### config.mk
export PLATFORM = sky130hd
export DESIGN_NAME = dmem_arbiter
export DESIGN_NICKNAME = d
export VERILOG_FILES = /design/src/rtl/dmem_arbiter.sv
export SDC_FILE = /design/constraint.sdc
export NUM_CORES = 1
export LEC_CHECK = 0
export BUFFER_PORTS_ARGS = -buffer_cell sky130_fd_sc_hd__buf_2
export CAP_MARGIN = 20
export CORE_ASPECT_RATIO = 0.5
export CORE_MARGIN = 2
export CORE_UTILIZATION = 40
export DETAILED_ROUTE_END_ITERATION = 16
export PLACE_DENSITY = 0.74
export SKIP_CTS_REPAIR_TIMING = 1
export SYNTH_ARGS = -nofsm -noshare
export SYNTH_HDL_FRONTEND = slang
export SYNTH_SLANG_ARGS = --single-unit
### constraint.sdc
create_clock -name i_clk -period 3.5 [get_ports i_clk]
set_input_delay 0.525 -clock i_clk [delete_from_list [all_inputs] [get_ports i_clk]]
set_output_delay 0.525 -clock i_clk [all_outputs]
set_load 0.01 [all_outputs]
### src/rtl/dmem_arbiter.sv
// Shares the single data-memory port between the MEM stage and a DMA burst engine.
// The CPU has priority; a per-beat wait counter forces a DMA beat (stalling the CPU) after MAX_WAIT losses.
module dmem_arbiter #(
    parameter int LEN_W    = 8,
    parameter int MAX_WAIT = 4
) (
    input  logic             i_clk,
    input  logic             i_reset,
    input  logic             i_cpu_req,
    input  logic             i_cpu_wren,
    input  logic [31:0]      i_cpu_addr,
    input  logic [31:0]      i_cpu_wdata,
    input  logic [2:0]       i_cpu_funct3,
    output logic [31:0]      o_cpu_rdata,
    output logic             o_cpu_stall,
    input  logic             i_dma_start,
    input  logic             i_dma_wr,
    input  logic [31:0]      i_dma_base,
    input  logic [LEN_W-1:0] i_dma_len,
    output logic             o_dma_busy,
    output logic             o_dma_done,
    input  logic [31:0]      i_dma_wdata,
    input  logic             i_dma_wvalid,
    output logic             o_dma_wready,
    output logic [31:0]      o_dma_rdata,
    output logic             o_dma_rvalid,
    output logic [31:0]      o_mem_addr,
    output logic [31:0]      o_mem_wdata,
    output logic             o_mem_wren,
    output logic             o_mem_ren,
    output logic [2:0]       o_mem_funct3,
    input  logic [31:0]      i_mem_rdata
);

    localparam int WAIT_W = $clog2(MAX_WAIT + 1);

    typedef enum logic [1:0] {IDLE, ACTIVE, DONE} state_t;

    state_t            state, state_nxt;
    logic [31:0]       base;
    logic [LEN_W-1:0]  len;
    logic [LEN_W-1:0]  idx;
    logic              wr;
    logic [WAIT_W-1:0] wait_cnt;

    logic              eligible;
    logic              dma_grant;
    logic              last_beat;
    logic [31:0]       dma_addr;

    assign eligible  = (state == ACTIVE) && (!wr || i_dma_wvalid);
    assign dma_grant = eligible && (!i_cpu_req || wait_cnt >= WAIT_W'(MAX_WAIT));
    assign last_beat = (idx == len - LEN_W'(1));
    assign dma_addr  = base + (32'(idx) << 2);

    assign o_cpu_rdata = i_mem_rdata;
    assign o_dma_busy  = (state == ACTIVE);
    assign o_dma_done  = (state == DONE);

    always_comb begin
        o_mem_addr   = i_cpu_addr;
        o_mem_wdata  = i_cpu_wdata;
        o_mem_funct3 = i_cpu_funct3;
        o_mem_wren   = i_cpu_req && i_cpu_wren;
        o_mem_ren    = i_cpu_req && !i_cpu_wren;
        o_cpu_stall  = 1'b0;
        o_dma_wready = 1'b0;
        state_nxt    = state;

        case (state)
            IDLE: begin
                if (i_dma_start)
                    state_nxt = (i_dma_len == '0) ? DONE : ACTIVE;
            end
            ACTIVE: begin
                if (dma_grant) begin
                    o_mem_addr   = dma_addr;
                    o_mem_wdata  = i_dma_wdata;
                    o_mem_funct3 = 3'b010;
                    o_mem_wren   = wr;
                    o_mem_ren    = !wr;
                    o_dma_wready = wr;
                    o_cpu_stall  = i_cpu_req;
                    if (last_beat)
                        state_nxt = DONE;
                end
            end
            DONE:    state_nxt = IDLE;
            default: state_nxt = IDLE;
        endcase

        // Nothing may touch memory or hold the pipeline while reset is asserted.
        if (!i_reset) begin
            o_mem_wren   = 1'b0;
            o_mem_ren    = 1'b0;
            o_cpu_stall  = 1'b0;
            o_dma_wready = 1'b0;
        end
    end

    always_ff @(posedge i_clk) begin
        if (!i_reset) begin
            state        <= IDLE;
            base         <= '0;
            len          <= '0;
            wr           <= 1'b0;
            idx          <= '0;
            wait_cnt     <= '0;
            o_dma_rdata  <= '0;
            o_dma_rvalid <= 1'b0;
        end else begin
            state        <= state_nxt;
            o_dma_rvalid <= dma_grant && !wr;
            if (dma_grant && !wr)
                o_dma_rdata <= i_mem_rdata;

            if (state == IDLE && i_dma_start) begin
                base     <= i_dma_base & ~32'h3;
                len      <= i_dma_len;
                wr       <= i_dma_wr;
                idx      <= '0;
                wait_cnt <= '0;
            end else if (dma_grant) begin
                idx      <= idx + LEN_W'(1);
                wait_cnt <= '0;
            end else if (eligible && i_cpu_req && wait_cnt < WAIT_W'(MAX_WAIT)) begin
                wait_cnt <= wait_cnt + WAIT_W'(1);
            end
        end
    end

endmodule

==> impl_summary.log <==
INFO  metric outcome = completed
INFO  metric power_report.internal_total = 1.822 mW
INFO  metric report.final.hold_viol_count = 0
INFO  metric worst_path_dominant_cell_family = compound AO/OA/AOI/OAI gates
INFO  metric synth-xor-area-share = 0.06074
INFO  metric clock_tree_from_tritoncts = built
INFO  metric core_area = 13,480 sq um
INFO  metric postRouteWirelength = 16.16 mm
INFO  metric io_buffer_count = 313
INFO  metric worstPathCellList = ha_1 > a21oi_1 > o211ai_2 > o21ai_2 > mux2_2 > nand2_1 > buf_2
INFO  metric r2r_end = state[1]
INFO  metric power.sequential.fraction = 0.408
INFO  metric totalNegativeSetupSlack = 0 ns
INFO  metric post-synth-top-count-cell = sky130_fd_sc_hd__nand2_1
INFO  metric arithmetic_cell_share_of_the_synthesized_area_counting_full_adders_half_adders_and_majority_gates = 0.02877
INFO  metric max_freq = 312.0 MHz
INFO  metric hold_path_class = primary input to flop
INFO  metric part_of_the_total_power_dissipated_in_the_clock_network = 0.378
INFO  metric main_combinational_cell_family_by_area_after_synthesis = simple AND/OR/NAND/NOR gates
INFO  metric sort_of_element_at_the_start_of_the_critical_path = flop
INFO  metric die_w = 169.5 microns
INFO  metric clk_pin_slew = 0.07 ns
INFO  metric fin_util = 0.5382
INFO  metric path_buf_inv = 1
INFO  metric fraction_of_final_layout_cells_with_drive_strength_greater_than_1 = 0.3480
INFO  metric via_count_of_the_first_global_routing_pass = 5,163
INFO  metric pwr_density_cell = 356.1 nW/um^2
INFO  metric gp_congestion = 0.8072
INFO  metric max_stage_delay = 0.42 ns
INFO  metric dieHeight = 86.76 microns
INFO  metric yosys_most_used_dff = sky130_fd_sc_hd__dfxtp_1
INFO  metric tightest_slew = 0.9287 ns
INFO  metric cts_inserted_buffers = 9
INFO  metric cts.path.max_buffers = 2
INFO  metric postSynthRegisterBits = 85
INFO  metric clock-root-buffer = sky130_fd_sc_hd__clkbuf_16
INFO  metric final_net_count = 1,208
INFO  metric post_dp_cell_area = 6942 sq um
INFO  metric combinationalPowerShare = 0.214
INFO  metric slew-limit-headroom = 0.3792
INFO  metric synth_compound_area_frac = 0.1937
INFO  metric cp_num_cells = 7
INFO  metric startpoint = idx[6]
INFO  metric detailedRoute.firstIterationViolations = 280
INFO  metric start_util = 0.4066
INFO  metric final.period_utilization = 0.9157
INFO  metric cts.sinks = 85
INFO  metric antenna_violating_nets_post_route = 0
INFO  metric setup.worst_path.end_class = output pin
INFO  metric place_hpwl = 12.39 mm
INFO  metric cellLeakagePower = 3.549 nW
INFO  metric power.net_switching = 0.7599 mW
INFO  metric timing.critical_path.slowest_stage_cell = sky130_fd_sc_hd__dfxtp_1
INFO  metric synth_nets = 950
INFO  metric critical_path.max_fanout = 8
INFO  metric wl_per_cell = 13.45 microns
INFO  metric design_area = 7252 sq um
INFO  metric synthesis.instances = 760
INFO  metric grt-ovfl-total = 0
INFO  metric yosysSeqAreaShare = 0.3106
INFO  metric cp_data_arrival_time = 2.68 ns
INFO  metric timing.reg2reg.setup_slack = 1.13 ns
INFO  metric power.ir.vdd_worst = 268.9 uV
INFO  metric synth_enable_flop_cells = 0
INFO  metric report.final.slew_viol_count = 0
INFO  metric worstPathRequired = 2.97 ns
INFO  metric worstSkewPairLatency = 0.34 ns
INFO  metric via_count = 5,884
INFO  metric yosys.area_share.simple = 0.3101
INFO  metric std_cell_rows = 30
INFO  metric worst_case_hold_path_end_point = o_dma_rdata[3]
INFO  metric cts_htree_levels = 3
INFO  metric setup-violations-final = 0
INFO  metric initial_antenna_violation_count = 2
INFO  metric layout_min_cycle_time = 3.205 ns
INFO  metric path_class = flop to output pin
INFO  metric io-pin-count = 316
INFO  metric synth_cell_types = 58
INFO  metric synthesis.area = 5479 sq um
INFO  metric floorplan.die_area = 14,710 sq um
INFO  metric post_synth_main_area_contributors = sky130_fd_sc_hd__dfxtp_1, sky130_fd_sc_hd__nand2_1, sky130_fd_sc_hd__a21boi_0
INFO  metric wire_length_of_the_first_global_routing_pass = 24.58 mm
INFO  metric holdPathStages = 3
INFO  metric skew = 0.007086 ns
INFO  metric synth_mux_area_frac = 0.01416
INFO  metric yosysTopAreaCellShare = 0.3106
INFO  metric holdCritStartpoint = i_mem_rdata[3]
INFO  metric largest_net_degree_at_the_start_of_global_routing = 50
INFO  metric yosysWarnings = 0
INFO  metric detailedRoute.firstPassIterationCount = 5
INFO  metric grtUsageTotal = 0.2070
INFO  metric power_switching_share = 0.2943
INFO  metric rr_worst_depth = 5
INFO  metric reg2reg_from = state[0]
INFO  metric unrepaired_setup_endpoints_after_global_routing = false
INFO  metric routed_via_density = 4.899
INFO  metric postSynth.asyncResetShare = 0
INFO  metric area_growth = 32.36%
INFO  metric totalPowerFinal = 2.582 mW
INFO  metric count_of_max_cap_constraint_violations = 0
INFO  metric remaining_drc_errors = 0
INFO  metric syn_area_per_cell = 7.209 sq um
INFO  metric yosys-top-cells-count = sky130_fd_sc_hd__nand2_1, sky130_fd_sc_hd__dfxtp_1, sky130_fd_sc_hd__a21boi_0, sky130_fd_sc_hd__clkbuf_1, sky130_fd_sc_hd__buf_4
INFO  metric synth_top_cell_by_area = sky130_fd_sc_hd__dfxtp_1
[stage by stage]
step | instances | setup slack (ns) | hold slack [ns]
floorplan | 760 | 0.8077 | 0.4356
global placement | 1183 | 0.7133 | 0.4377
detailed placement | 1183 | 0.6822 | 0.4442
CTS | 1199 | 0.3110 | 0.4156
global route | 1199 | 0.1133 | 0.4145
finish | 1201 | 0.2949 | 0.4268
[area by class of cell]
type | count | area, sq um
Tap cell | 176 | 220.2
Sequential cell | 85 | 1702
Multi-Input combinational cell | 591 | 3344
Clock buffer | 9 | 225.2
Clock inverter | 7 | 80.08
Fill cell | 1307 | 6223
Antenna cell | 2 | 5.005
Inverter | 7 | 26.28
Timing Repair Buffer | 324 | 1649
[logic make-up after synthesis]
group | after synthesis
and+or+nand+nor | 388
AOI/OAI and AO/OA | 146
DFF | 85
buffers and inverters | 84
xor gates and xnor gates | 38
adders and majority gates | 12
muxes | 7
[layer usage]
layer	share of wire	up-vias	GRT usage	wire length, microns
li1	-	3027	-	-
met2	0.49	204	0.3725	7932
met3	0.057	17	0.04110	917
met1	0.44	2634	0.2571	7128
met5	0.00080	-	0	13
met4	0.010	2	0.05128	163
[cell usage in the layout (no fill, tap or decap), drive strengths merged, types with 2 or more instances in the layout]
cell / n
buf: 324
nand2: 290
dfxtp: 85
a21boi: 73
o21ai: 23
xnor2: 20
xor2: 18
nor2: 17
a21oi: 16
nand3: 13
and4: 11
ha: 11
and2: 10
inv: 10
clkbuf: 9
and3: 9
nor3: 8
o211ai: 8
nand2b: 7
nand4: 7
nor4: 4
mux2i: 4
a211oi: 4
a21o: 3
or4: 3
a31oi: 3
mux2: 3
a2111oi: 3
diode: 2
o21a: 2
o211a: 2
o31ai: 2
o2111ai: 2
o31a: 2
clkinv: 2
[power groups by stage]
stage	combinational [mW]	sequential, mW	clock [mW]
final	0.551	1.05	0.977
after global routing	0.612	1.06	1.04
after CTS	0.556	1.05	0.994
after detailed placement	0.553	1.07	0
after global placement	0.545	1.07	0
after floorplan	0.316	1.07	0
[worst min-delay path: cells and delay by family]
family	cells	cell delay (ns)
buffers and inverters	1	0.10
and+or+nand+nor	1	0.05
AOI/OAI and AO/OA	1	0.05
[flip-flops by register name (all words and copies together) (netlist names)]
signal,cells
o_dma_rdata,32
base,30
idx,8
len,8
wait_cnt,3
state,2
o_dma_rvalid,1
wr,1
[how the worst max path moves through the flow]
| stage | end | slack [ns] |
|---|---|---|
| after floorplan | o_mem_addr[18] | 0.81 |
| after global placement | o_mem_addr[29] | 0.71 |
| after detailed placement | o_mem_addr[18] | 0.68 |
| after CTS | o_mem_addr[18] | 0.31 |
| after global routing | o_mem_addr[29] | 0.11 |
| final | o_mem_addr[29] | 0.29 |
No activity file was read; power rests on OpenSTA's default activity.
